[src/rtl/sd_cmd_serializer.sv]
// sd_cmd_serializer
//   Takes a 48-bit SD command packet from the packet former and shifts it out
//   MSB-first on the CMD line. It generates sdClk itself, optionally captures
//   the card's 48-bit response within an NCR window, and then holds the line
//   idle for the NCC gap before it accepts the next command.
//
//   Ports
//     clk, reset    system clock, asynchronous active-high reset
//     cmdPkt        command packet {start, dir, index, arg, crc7, end}
//     newCmdStrb    one-clk strobe, cmdPkt valid (ignored while busy)
//     respExpected  sampled with newCmdStrb, 1 = a 48-bit response follows
//     cmdIn         CMD line from the card
//     sdClk         SD card clock, free-running
//     cmdOut/cmdOe  CMD line drive value and output enable
//     busy          transaction in progress
//     cmdDoneStrb   one-clk pulse, last command bit sent
//     respPkt       captured response, start bit in bit 47
//     respStrb      one-clk pulse, respPkt updated
//     respTimeout   one-clk pulse, no start bit within RESP_TIMEOUT
//
//   Build option
//     SD_CMD_CRC7_GEN_EN  When defined, the block generates the CRC7 over
//                         bits 47:8 and sends it in place of cmdPkt[7:1].
//                         It also forces the end bit to 1.

module sd_cmd_serializer #(
    parameter int CLK_DIV      = 4,
    parameter int RESP_TIMEOUT = 64,
    parameter int NCC_CYCLES   = 8
) (
    input  logic        clk,
    input  logic        reset,
    input  logic [47:0] cmdPkt,
    input  logic        newCmdStrb,
    input  logic        respExpected,
    input  logic        cmdIn,
    output logic        sdClk,
    output logic        cmdOut,
    output logic        cmdOe,
    output logic        busy,
    output logic        cmdDoneStrb,
    output logic [47:0] respPkt,
    output logic        respStrb,
    output logic        respTimeout
);

    localparam int DW = $clog2(CLK_DIV);
    localparam int TW = $clog2(RESP_TIMEOUT + 1);
    localparam int NW = $clog2(NCC_CYCLES + 1);
    localparam logic [DW-1:0] DIV_LAST = DW'(CLK_DIV - 1);
    localparam logic [TW-1:0] TO_LAST  = TW'(RESP_TIMEOUT - 1);
    localparam logic [NW-1:0] NCC_LAST = NW'(NCC_CYCLES - 1);

    typedef enum logic [2:0] {S_IDLE, S_SEND, S_WAIT, S_RECV, S_NCC} state_t;

    state_t        state_q, state_d;
    logic [DW-1:0] div_q, div_d;
    logic          sdclk_q, sdclk_d;
    logic [47:0]   sh_q, sh_d;          // tx shifter, reused as the rx shifter
    logic          resp_exp_q, resp_exp_d;
    logic [5:0]    bit_cnt_q, bit_cnt_d;
    logic [TW-1:0] to_cnt_q, to_cnt_d;
    logic [NW-1:0] ncc_cnt_q, ncc_cnt_d;
    logic          cmd_out_q, cmd_out_d;
    logic          cmd_oe_q, cmd_oe_d;
    logic          busy_q, busy_d;
    logic          done_q, done_d;
    logic          resp_strb_q, resp_strb_d;
    logic          resp_to_q, resp_to_d;
    logic [47:0]   resp_pkt_q, resp_pkt_d;
`ifdef SD_CMD_CRC7_GEN_EN
    logic [6:0]    crc_q, crc_d;
`endif

    logic wrap, fall_ev, rise_ev, tx_bit;

    // The events are decoded one clk ahead. The flops they steer update on
    // the same edge that sdClk toggles.
    always_comb begin
        wrap    = (div_q == DIV_LAST);
        fall_ev = wrap & sdclk_q;
        rise_ev = wrap & ~sdclk_q;
    end

    // bit_cnt_q = number of bits already driven. The next bit is 47-bit_cnt_q.
    always_comb begin
        tx_bit = sh_q[47];
`ifdef SD_CMD_CRC7_GEN_EN
        if (bit_cnt_q == 6'd47)
            tx_bit = 1'b1;
        else if (bit_cnt_q >= 6'd40)
            tx_bit = crc_q[6];
`endif
    end

    always_comb begin
        div_d       = wrap ? '0 : div_q + 1'b1;
        sdclk_d     = wrap ? ~sdclk_q : sdclk_q;
        state_d     = state_q;
        sh_d        = sh_q;
        resp_exp_d  = resp_exp_q;
        bit_cnt_d   = bit_cnt_q;
        to_cnt_d    = to_cnt_q;
        ncc_cnt_d   = ncc_cnt_q;
        cmd_out_d   = cmd_out_q;
        cmd_oe_d    = cmd_oe_q;
        busy_d      = busy_q;
        done_d      = 1'b0;
        resp_strb_d = 1'b0;
        resp_to_d   = 1'b0;
        resp_pkt_d  = resp_pkt_q;
`ifdef SD_CMD_CRC7_GEN_EN
        crc_d       = crc_q;
`endif
        case (state_q)
            S_IDLE: begin
                if (newCmdStrb) begin
                    sh_d       = cmdPkt;
                    resp_exp_d = respExpected;
                    busy_d     = 1'b1;
                    bit_cnt_d  = '0;
                    to_cnt_d   = '0;
                    ncc_cnt_d  = '0;
`ifdef SD_CMD_CRC7_GEN_EN
                    crc_d      = '0;
`endif
                    state_d    = S_SEND;
                end
            end
            S_SEND: begin
                if (fall_ev) begin
                    if (bit_cnt_q == 6'd48) begin
                        // Bit 0 has been held a full period, so release the line.
                        cmd_oe_d  = 1'b0;
                        cmd_out_d = 1'b1;
                        done_d    = 1'b1;
                        bit_cnt_d = '0;
                        state_d   = resp_exp_q ? S_WAIT : S_NCC;
                    end else begin
                        cmd_oe_d  = 1'b1;
                        cmd_out_d = tx_bit;
                        sh_d      = {sh_q[46:0], 1'b0};
                        bit_cnt_d = bit_cnt_q + 6'd1;
`ifdef SD_CMD_CRC7_GEN_EN
                        if (bit_cnt_q < 6'd40)
                            crc_d = {crc_q[5:0], 1'b0} ^ ({7{sh_q[47] ^ crc_q[6]}} & 7'h09);
                        else if (bit_cnt_q < 6'd47)
                            crc_d = {crc_q[5:0], 1'b0};
`endif
                    end
                end
            end
            S_WAIT: begin
                if (rise_ev) begin
                    if (!cmdIn) begin
                        sh_d      = '0;     // start bit (0) occupies the LSB
                        bit_cnt_d = 6'd1;
                        state_d   = S_RECV;
                    end else if (to_cnt_q == TO_LAST) begin
                        resp_to_d = 1'b1;
                        state_d   = S_NCC;
                    end else begin
                        to_cnt_d  = to_cnt_q + 1'b1;
                    end
                end
            end
            S_RECV: begin
                if (rise_ev) begin
                    sh_d = {sh_q[46:0], cmdIn};
                    if (bit_cnt_q == 6'd47) begin
                        resp_pkt_d  = {sh_q[46:0], cmdIn};
                        resp_strb_d = 1'b1;
                        state_d     = S_NCC;
                    end else begin
                        bit_cnt_d   = bit_cnt_q + 6'd1;
                    end
                end
            end
            S_NCC: begin
                if (rise_ev) begin
                    if (ncc_cnt_q == NCC_LAST) begin
                        busy_d  = 1'b0;
                        state_d = S_IDLE;
                    end else begin
                        ncc_cnt_d = ncc_cnt_q + 1'b1;
                    end
                end
            end
            default: state_d = S_IDLE;
        endcase
    end

    always_ff @(posedge clk or posedge reset) begin
        if (reset) begin
            state_q     <= S_IDLE;
            div_q       <= '0;
            sdclk_q     <= 1'b0;
            sh_q        <= '0;
            resp_exp_q  <= 1'b0;
            bit_cnt_q   <= '0;
            to_cnt_q    <= '0;
            ncc_cnt_q   <= '0;
            cmd_out_q   <= 1'b1;
            cmd_oe_q    <= 1'b0;
            busy_q      <= 1'b0;
            done_q      <= 1'b0;
            resp_strb_q <= 1'b0;
            resp_to_q   <= 1'b0;
            resp_pkt_q  <= '0;
`ifdef SD_CMD_CRC7_GEN_EN
            crc_q       <= '0;
`endif
        end else begin
            state_q     <= state_d;
            div_q       <= div_d;
            sdclk_q     <= sdclk_d;
            sh_q        <= sh_d;
            resp_exp_q  <= resp_exp_d;
            bit_cnt_q   <= bit_cnt_d;
            to_cnt_q    <= to_cnt_d;
            ncc_cnt_q   <= ncc_cnt_d;
            cmd_out_q   <= cmd_out_d;
            cmd_oe_q    <= cmd_oe_d;
            busy_q      <= busy_d;
            done_q      <= done_d;
            resp_strb_q <= resp_strb_d;
            resp_to_q   <= resp_to_d;
            resp_pkt_q  <= resp_pkt_d;
`ifdef SD_CMD_CRC7_GEN_EN
            crc_q       <= crc_d;
`endif
        end
    end

    assign sdClk       = sdclk_q;
    assign cmdOut      = cmd_out_q;
    assign cmdOe       = cmd_oe_q;
    assign busy        = busy_q;
    assign cmdDoneStrb = done_q;
    assign respPkt     = resp_pkt_q;
    assign respStrb    = resp_strb_q;
    assign respTimeout = resp_to_q;

endmodule
[config.mk]
export PLATFORM = sky130hd
export DESIGN_NAME = sd_cmd_serializer
export DESIGN_NICKNAME = d
export VERILOG_FILES = /design/src/rtl/sd_cmd_serializer.sv
export SDC_FILE = /design/constraint.sdc
export NUM_CORES = 1
export LEC_CHECK = 0
export ABC_AREA = 1
export CORE_AREA = 2 2 118 120
export CTS_CLUSTER_DIAMETER = 30
export DETAILED_ROUTE_END_ITERATION = 8
export DIE_AREA = 0 0 120 122
export GPL_ROUTABILITY_DRIVEN = 0
export HOLD_SLACK_MARGIN = 0.03
export PLACE_DENSITY = 0.75
export SLEW_MARGIN = 5
export SYNTH_ARGS = -nofsm -noshare
export SYNTH_HDL_FRONTEND = slang
export SYNTH_SLANG_ARGS = --single-unit
[constraint.sdc]
create_clock -name clk -period 3.9 [get_ports clk]
set_input_delay 0.585 -clock clk [delete_from_list [all_inputs] [get_ports clk]]
set_output_delay 0.585 -clock clk [all_outputs]
set_load 0.02 [all_outputs]
==> results of run 1 <==
## power breakdown
group          leakage (nW)  switching [mW]  internal [mW]  total, mW
sequential             1.67           0.120           1.61       1.73
clock                 0.278           0.531           1.01       1.54
combinational          1.54            1.36          0.596       1.95
total                  3.49            2.01           3.22       5.23
## metrics by stage
stage                     hold slack (ns)  util (%)  power, mW
after floorplan                     0.403         -       3.35
after global placement              0.412      51.8       3.62
after detailed placement            0.419      51.8       3.68
after CTS                           0.426      56.1       5.26
after global routing                0.452      56.1       5.67
final                               0.427      56.1       5.23
## area by class of cell
class                      instances  area [um2]
timing repair buffer             114        1140
clock buffer                      24         462
inverter                          76         289
fill                            1190        5930
multi-input combinational        466        2190
clock inverter                     7         113
tap                              180         225
sequential                       126        3150
## worst min path at each step
stage	to	startpoint	depth (start not counted)
3_3_place_gp	div_q[0]$_DFF_PP0_	div_q[0]$_DFF_PP0_	1
3_5_place_dp	div_q[0]$_DFF_PP0_	div_q[0]$_DFF_PP0_	1
4_1_cts	div_q[0]$_DFF_PP0_	div_q[0]$_DFF_PP0_	1
5_1_grt	div_q[0]$_DFF_PP0_	div_q[0]$_DFF_PP0_	1
2_1_floorplan	div_q[0]$_DFF_PP0_	div_q[0]$_DFF_PP0_	1
6_report	div_q[0]$_DFF_PP0_	div_q[0]$_DFF_PP0_	1
## sequential cells by signal, summed over array words and instances (netlist names)
name,flops
respPkt,48
sh_q,48
to_cnt_q,7
bit_cnt_q,6
ncc_cnt_q,4
state_q,3
div_q,2
busy,1
cmdDoneStrb,1
cmdOe,1
cmdOut,1
respStrb,1
respTimeout,1
resp_exp_q,1
sdClk,1
## logic make-up (layout without fill, tap and decap cells)
kind of cell,count (synthesis),count (layout),synth area share (%)
simple gates,290,290,21.1
compound gates,164,164,14.3
flops,126,126,54.2
buf+inv,112,221,8.26
xor+xnor,7,7,1.05
fa+ha+maj,5,5,1.08
## cell usage in the layout (no fill, tap or decap), types with 2 or more instances in the layout
cell type / netlist / routed
nand2_1: 173 / 171
dfrtp_1: 125 / 125
clkdlybuf4s50_1: 0 / 107
o21ai_0: 82 / 82
o21ai_1: 74 / 74
inv_1: 72 / 71
nand3_1: 69 / 69
nor2_1: 30 / 30
clkbuf_16: 0 / 17
clkbuf_1: 11 / 6
buf_4: 0 / 6
nor2_2: 5 / 5
xor2_1: 5 / 5
a21oi_1: 5 / 5
ha_1: 5 / 5
inv_2: 4 / 4
nand4_1: 4 / 4
nand2_2: 2 / 3
clkinv_2: 0 / 3
bufinv_16: 0 / 3
nor2_4: 2 / 2
xnor2_1: 2 / 2
nor3_1: 2 / 2
clkinvlp_4: 0 / 2
## per-layer routing
metal  up-vias  share of wire, %  GRT usage, %
li1       2478                 -             -
met1      2320                46          23.9
met2       115                49          30.4
met3        19               4.1          5.15
met4         0               1.4          7.28
met5         -                 0             0
==> summary.txt, run 1 <==
Clocking
  – Post-cts hold buffer count: 0
  – Total setup buffers inserted after CTS: 0
  – CTS Sinks: 126
  – CTS resizes: 0
  – Root Driver: clkbuf_16
  – Num CTS Buffers: 17
  – Clk buf depth: 2
  – Latest clock arrival within the worst-skew pair: 0.41 ns
  – CTS tree: done
  – Clock slew at reported path FFs: 0.06 ns
  – CTS H-tree lvls: 4

Worst setup path
  – WP buf/inv: 2
  – Critical path's most frequent cell: nor2_1
  – Worst path slowest cell: buf_4
  – Critical path's top delay family: simple AND/OR/NAND/NOR gates
  – Worst Setup SP: div_q[0]$_DFF_PP0_
  – CP startpoint kind: flop
  – Critical path arrival: 2.75 ns
  – Critical path type: flop to flop
  – Critical Path Max Stage Delay: 0.43 ns
  – CP max FO: 42
  – WP depth: 10
  – Origin of the critical flop-to-flop path: div_q[0]$_DFF_PP0_
  – Worst R2R End: sh_q[28]$_DFFE_PP0P_
  – Crit. End Element: flop
  – Worst path cell trace: ha_1 > inv_1 > nor2_1 > nor2_1 > nor2_1 > nand2_1 > nor2_4 > buf_4 > nand2_1 > o21ai_1
  – Reg2reg path depth: 10
  – R2r setup slk: 1.48 ns
  – Worst setup endpoint: sh_q[28]$_DFFE_PP0P_
  – Critical Path RT: 4.23 ns

Floorplanning
  – Die Y: 122 um
  – Die area: 0.0146 mm2
  – Starting Density: 43.1%
  – I/O pin total: 108
  – Die W: 120 um
  – Placeable core area: 0.0135 mm2
  – Row cnt: 43

Global route
  – Grt ovf: 0
  – Largest net degree at the start of global routing: 98
  – Vias in the first global route: 4,623
  – First-pass GRT wire length: 21.8 mm
  – GR Util All Layers: 18.7%
  – Initial antenna violation count: 0

Timing
  – Final worst-path setup slack: 1.48 ns
  – Fin. max-slew vios: 0
  – Fin. Hold Viols: 0
  – Period utilization: 62.1%
  – Final-report setup violation count: 0
  – Post-route minimum period: 2.42 ns
  – Max frequency: 413 MHz
  – Rel. slew slack: 35.0%
  – RSZ-0062 raised after global routing: no
  – Worst Skew: 0.0118 ns
  – Fin Setup TNS: 0 ns
  – Slew @ Worst Pin: 0.975 ns

Logic synthesis
  – Area leader, netlist: dfrtp_1
  – Synth cell count leaders: 173 x nand2_1, 125 x dfrtp_1, 82 x o21ai_0, 74 x o21ai_1, 72 x inv_1
  – Synth Cell Area: 0.00582 mm2
  – Syn Inst Count: 704
  – Most frequent cell after synthesis: nand2_1
  – Post-synth top flop: dfrtp_1
  – Seq/Total Area, Yosys: 54.2%
  – Post-synth top area share: 53.8%
  – Unique cell type count in the Yosys netlist: 28
  – Syn. warnings: 0
  – Area contributors post-synth: dfrtp_1 54%, nand2_1 11%, o21ai_0 7.1%
  – Async SR Flop Fraction: 100%
  – Count of flip-flops with a built-in enable after synthesis: 0
  – Syn_nets: 762
  – Flop and latch count out of synthesis: 126
  – Syn Area/Cell: 8.26 um2

Route
  – Routed WL per cell: 13.3 um
  – First-pass DRT Iterations: 5
  – DRT Wirelength: 13.2 mm
  – DRC: 0
  – Routed via count: 4,932
  – Iter 0 DRT Violations: 397
  – Final ANT Viol Nets: 0
  – Vias/cell: 4.97

Power and ir drop
  – Worst vdd ir: 0.000415 V
  – Leakage power: 3.49 nW
  – Power Density: 691 mW/mm2

Placement
  – I/O Buffers: 107
  – Pre-CTS setup slack: 1.33 ns
  – Placed insts: 962
  – Placement Cell Area: 0.00700 mm2
  – DP HPWL: 8.80 mm

Flow run
  – Max-Cap Viols: 0

Final layout
  – Share of post-route cells with drive strength above 1: 6.15%
  – Layout area overhead: 30.2%
  – Final Instance Area: 0.00757 mm2
  – Finished Layout Cells: 993
  – N_diodes: 0
  – Layout Nets: 859

Run status
  – Run status: finished, final reports clean

Worst hold path
  – Class of the worst hold path: flop to flop
Power figures use the tool's default switching activity.
==> run 2: changes to the inputs <==
clock period = 2.22 ns   (was 3.9 ns; I/O delays follow)
==> run 2 against run 1 <==
Sequential share of layout area decreased by 0.46 points; combinational power increased by 79%; clock power increased by 77%; largest power group unchanged.
==> summary.txt, run 2 (synthesis results as in run 1) <==
Placement
  – DP HPWL: 8.76 mm (-0.48%)
  – Placement Cell Area: 0.00708 mm2 (+1.1%)
  – Placed insts: 966 (+0.42%)
  – I/O Buffers: 107 (unchanged)
  – Pre-CTS setup slack: 0.227 ns (-1.10 ns)

Floorplanning
  – Die W: 120 um (unchanged)
  – Placeable core area: 0.0135 mm2 (unchanged)
  – Die area: 0.0146 mm2 (unchanged)
  – Die Y: 122 um (unchanged)
  – Starting Density: 43.1% (unchanged)
  – Row cnt: 43 (unchanged)
  – I/O pin total: 108 (unchanged)

Timing
  – Fin. max-slew vios: 0 (unchanged)
  – Rel. slew slack: 64.4% (+29 points)
  – Final-report setup violation count: 0 (unchanged)
  – RSZ-0062 raised after global routing: no
  – Period utilization: 88.5% (+26 points)
  – Slew @ Worst Pin: 0.534 ns (-0.442 ns)
  – Max frequency: 509 MHz (+23%)
  – Final worst-path setup slack: 0.255 ns (-1.22 ns)
  – Worst Skew: 0.00564 ns (-0.00615 ns)
  – Fin. Hold Viols: 0 (unchanged)
  – Fin Setup TNS: 0 ns (unchanged)
  – Post-route minimum period: 1.96 ns (-0.457 ns)

Power and ir drop
  – Leakage power: 3.53 nW (+1.3%)
  – Worst vdd ir: 0.00106 V (+160%)
  – Power Density: 1210 mW/mm2 (+75%)

Clocking
  – CTS resizes: 0 (unchanged)
  – Clock slew at reported path FFs: 0.06 ns (about the same)
  – CTS tree: done
  – Num CTS Buffers: 17 (unchanged)
  – Latest clock arrival within the worst-skew pair: 0.42 ns (about the same)
  – Root Driver: clkbuf_16
  – Total setup buffers inserted after CTS: 0 (unchanged)
  – CTS Sinks: 126 (unchanged)
  – Clk buf depth: 2 (unchanged)
  – Post-cts hold buffer count: 0 (unchanged)
  – CTS H-tree lvls: 4 (unchanged)

Route
  – Iter 0 DRT Violations: 390 (-1.8%)
  – DRC: 0 (unchanged)
  – Final ANT Viol Nets: 0 (unchanged)
  – DRT Wirelength: 13.1 mm (-0.86%)
  – Routed WL per cell: 13.1 um (-1.3%)
  – Routed via count: 4,935 (+0.061%)
  – Vias/cell: 4.95 (-0.34%)
  – First-pass DRT Iterations: 5 (unchanged)

Final layout
  – Multi-input gate area: 0.00219 mm2 (unchanged)
  – Layout area overhead: 31.6%
  – Finished Layout Cells: 997 (+0.40%)
  – Layout Nets: 863 (+0.47%)
  – Register area: 0.00315 mm2 (unchanged)
  – Share of post-route cells with drive strength above 1: 7.22% (+1.1 points)
  – Commonest cells after routing, fill and taps aside: 171 x nand2_1, 125 x dfrtp_1, 107 x clkdlybuf4s50_1
  – Most common cell after layout, fill and taps aside: nand2_1
  – Layout Utilization: 56.7% (+0.62 points)
  – Fill cell count: 1,211 (+1.8%)
  – Final Instance Area: 0.00765 mm2 (+1.1%)
  – N_diodes: 0 (unchanged)

Worst setup path
  – WP buf/inv: 2 (unchanged)
  – Critical Path RT: 2.52 ns (-1.71 ns)
  – Crit. End Element: flop
  – Worst path cell trace: ha_1 > nand3_1 > nor2_1 > inv_1 > nor2_4 > nand2_4 > buf_4 > nand2_1 > o21ai_1
  – Worst Setup SP: bit_cnt_q[1]$_DFFE_PP0P_
  – CP max FO: 30 (-29%)
  – Worst path slowest cell: dfrtp_1
  – Critical path arrival: 2.27 ns (-0.48 ns)
  – Critical path's top delay family: simple AND/OR/NAND/NOR gates
  – Origin of the critical flop-to-flop path: bit_cnt_q[1]$_DFFE_PP0P_
  – CP startpoint kind: flop
  – Critical path type: flop to flop
  – Critical Path Max Stage Delay: 0.41 ns (-0.02 ns)

Global route
  – Grt ovf: 0 (unchanged)
  – Vias in the first global route: 4,645 (+0.48%)
  – Initial antenna violation count: 0 (unchanged)
  – First-pass GRT wire length: 22.0 mm (+1.2%)
  – Largest net degree at the start of global routing: 97 (-1.0%)
  – GR Util All Layers: 19.0% (+0.24 points)

Run status
  – Run status: finished, final reports clean

Worst hold path
  – Class of the worst hold path: primary input to async pin

Flow run
  – Max-Cap Viols: 0 (unchanged)
==> run 2: cell count changes in the layout (fill, tap and decap cells not counted) <==
cell        change
buf_12          +4
clkbuf_1        -5
clkbuf_8        -1
clkinv_2        +4
clkinv_4        +1
clkinvlp_4      +1
==> run 2: where the power goes <==
group	leakage, nW	switching (mW)	internal (mW)
registers	1.67	0.205	2.83
logic	1.57	2.38	1.11
clock network	0.285	0.988	1.74
total	3.53	3.57	5.68
==> run 2: final cells by class <==
class / count / share of cell area [%]
multi-input combinational: 466 / 28.6
tap: 180 / 2.94
clock inverter: 13 / 1.95
inverter: 76 / 3.78
clock buffer: 18 / 5.61
timing repair buffer: 118 / 15.9
sequential: 126 / 41.2
==> run 2: final timing paths <==
kind	depth (start not counted)	slack [ns]	end
max in group asynchronous	3	1.27	to_cnt_q[3]$_DFFE_PP0P_
worst min-delay path	2	0.30	cmdOe$_DFFE_PP0P_
worst max register to register	9	0.26	respPkt[20]$_DFFE_PP0P_
worst min register to register	1	0.44	div_q[0]$_DFF_PP0_
min in group clk	1	0.44	div_q[0]$_DFF_PP0_
worst max-delay path	9	0.26	respPkt[20]$_DFFE_PP0P_
==> run 2: routing by layer <==
| metal | GRT usage, % | share of wire [%] | vias up |
|---|---|---|---|
| met5 | 0 | 0 | - |
| met4 | 7.94 | 2.4 | 0 |
| met3 | 4.96 | 3.9 | 28 |
| met2 | 30.6 | 48 | 103 |
| met1 | 24.3 | 46 | 2305 |
| li1 | - | - | 2499 |
==> run 2: worst reg2reg max path: stages, from the launching register on <==
cell     delay, ns
dfrtp_1       0.41
ha_1          0.22
nand3_1       0.13
nor2_1        0.17
inv_1         0.11
nor2_4        0.15
nand2_4       0.20
buf_4         0.29
nand2_1       0.11
o21ai_1       0.06
==> run 2: through the flow <==
stage / total power [mW] / hold WS [ns]
after detailed placement: 6.55 / 0.426
after global placement: 6.44 / 0.412
final: 9.25 / 0.305
after global routing: 10.0 / 0.356
after floorplan: 5.88 / 0.403
after CTS: 9.32 / 0.313
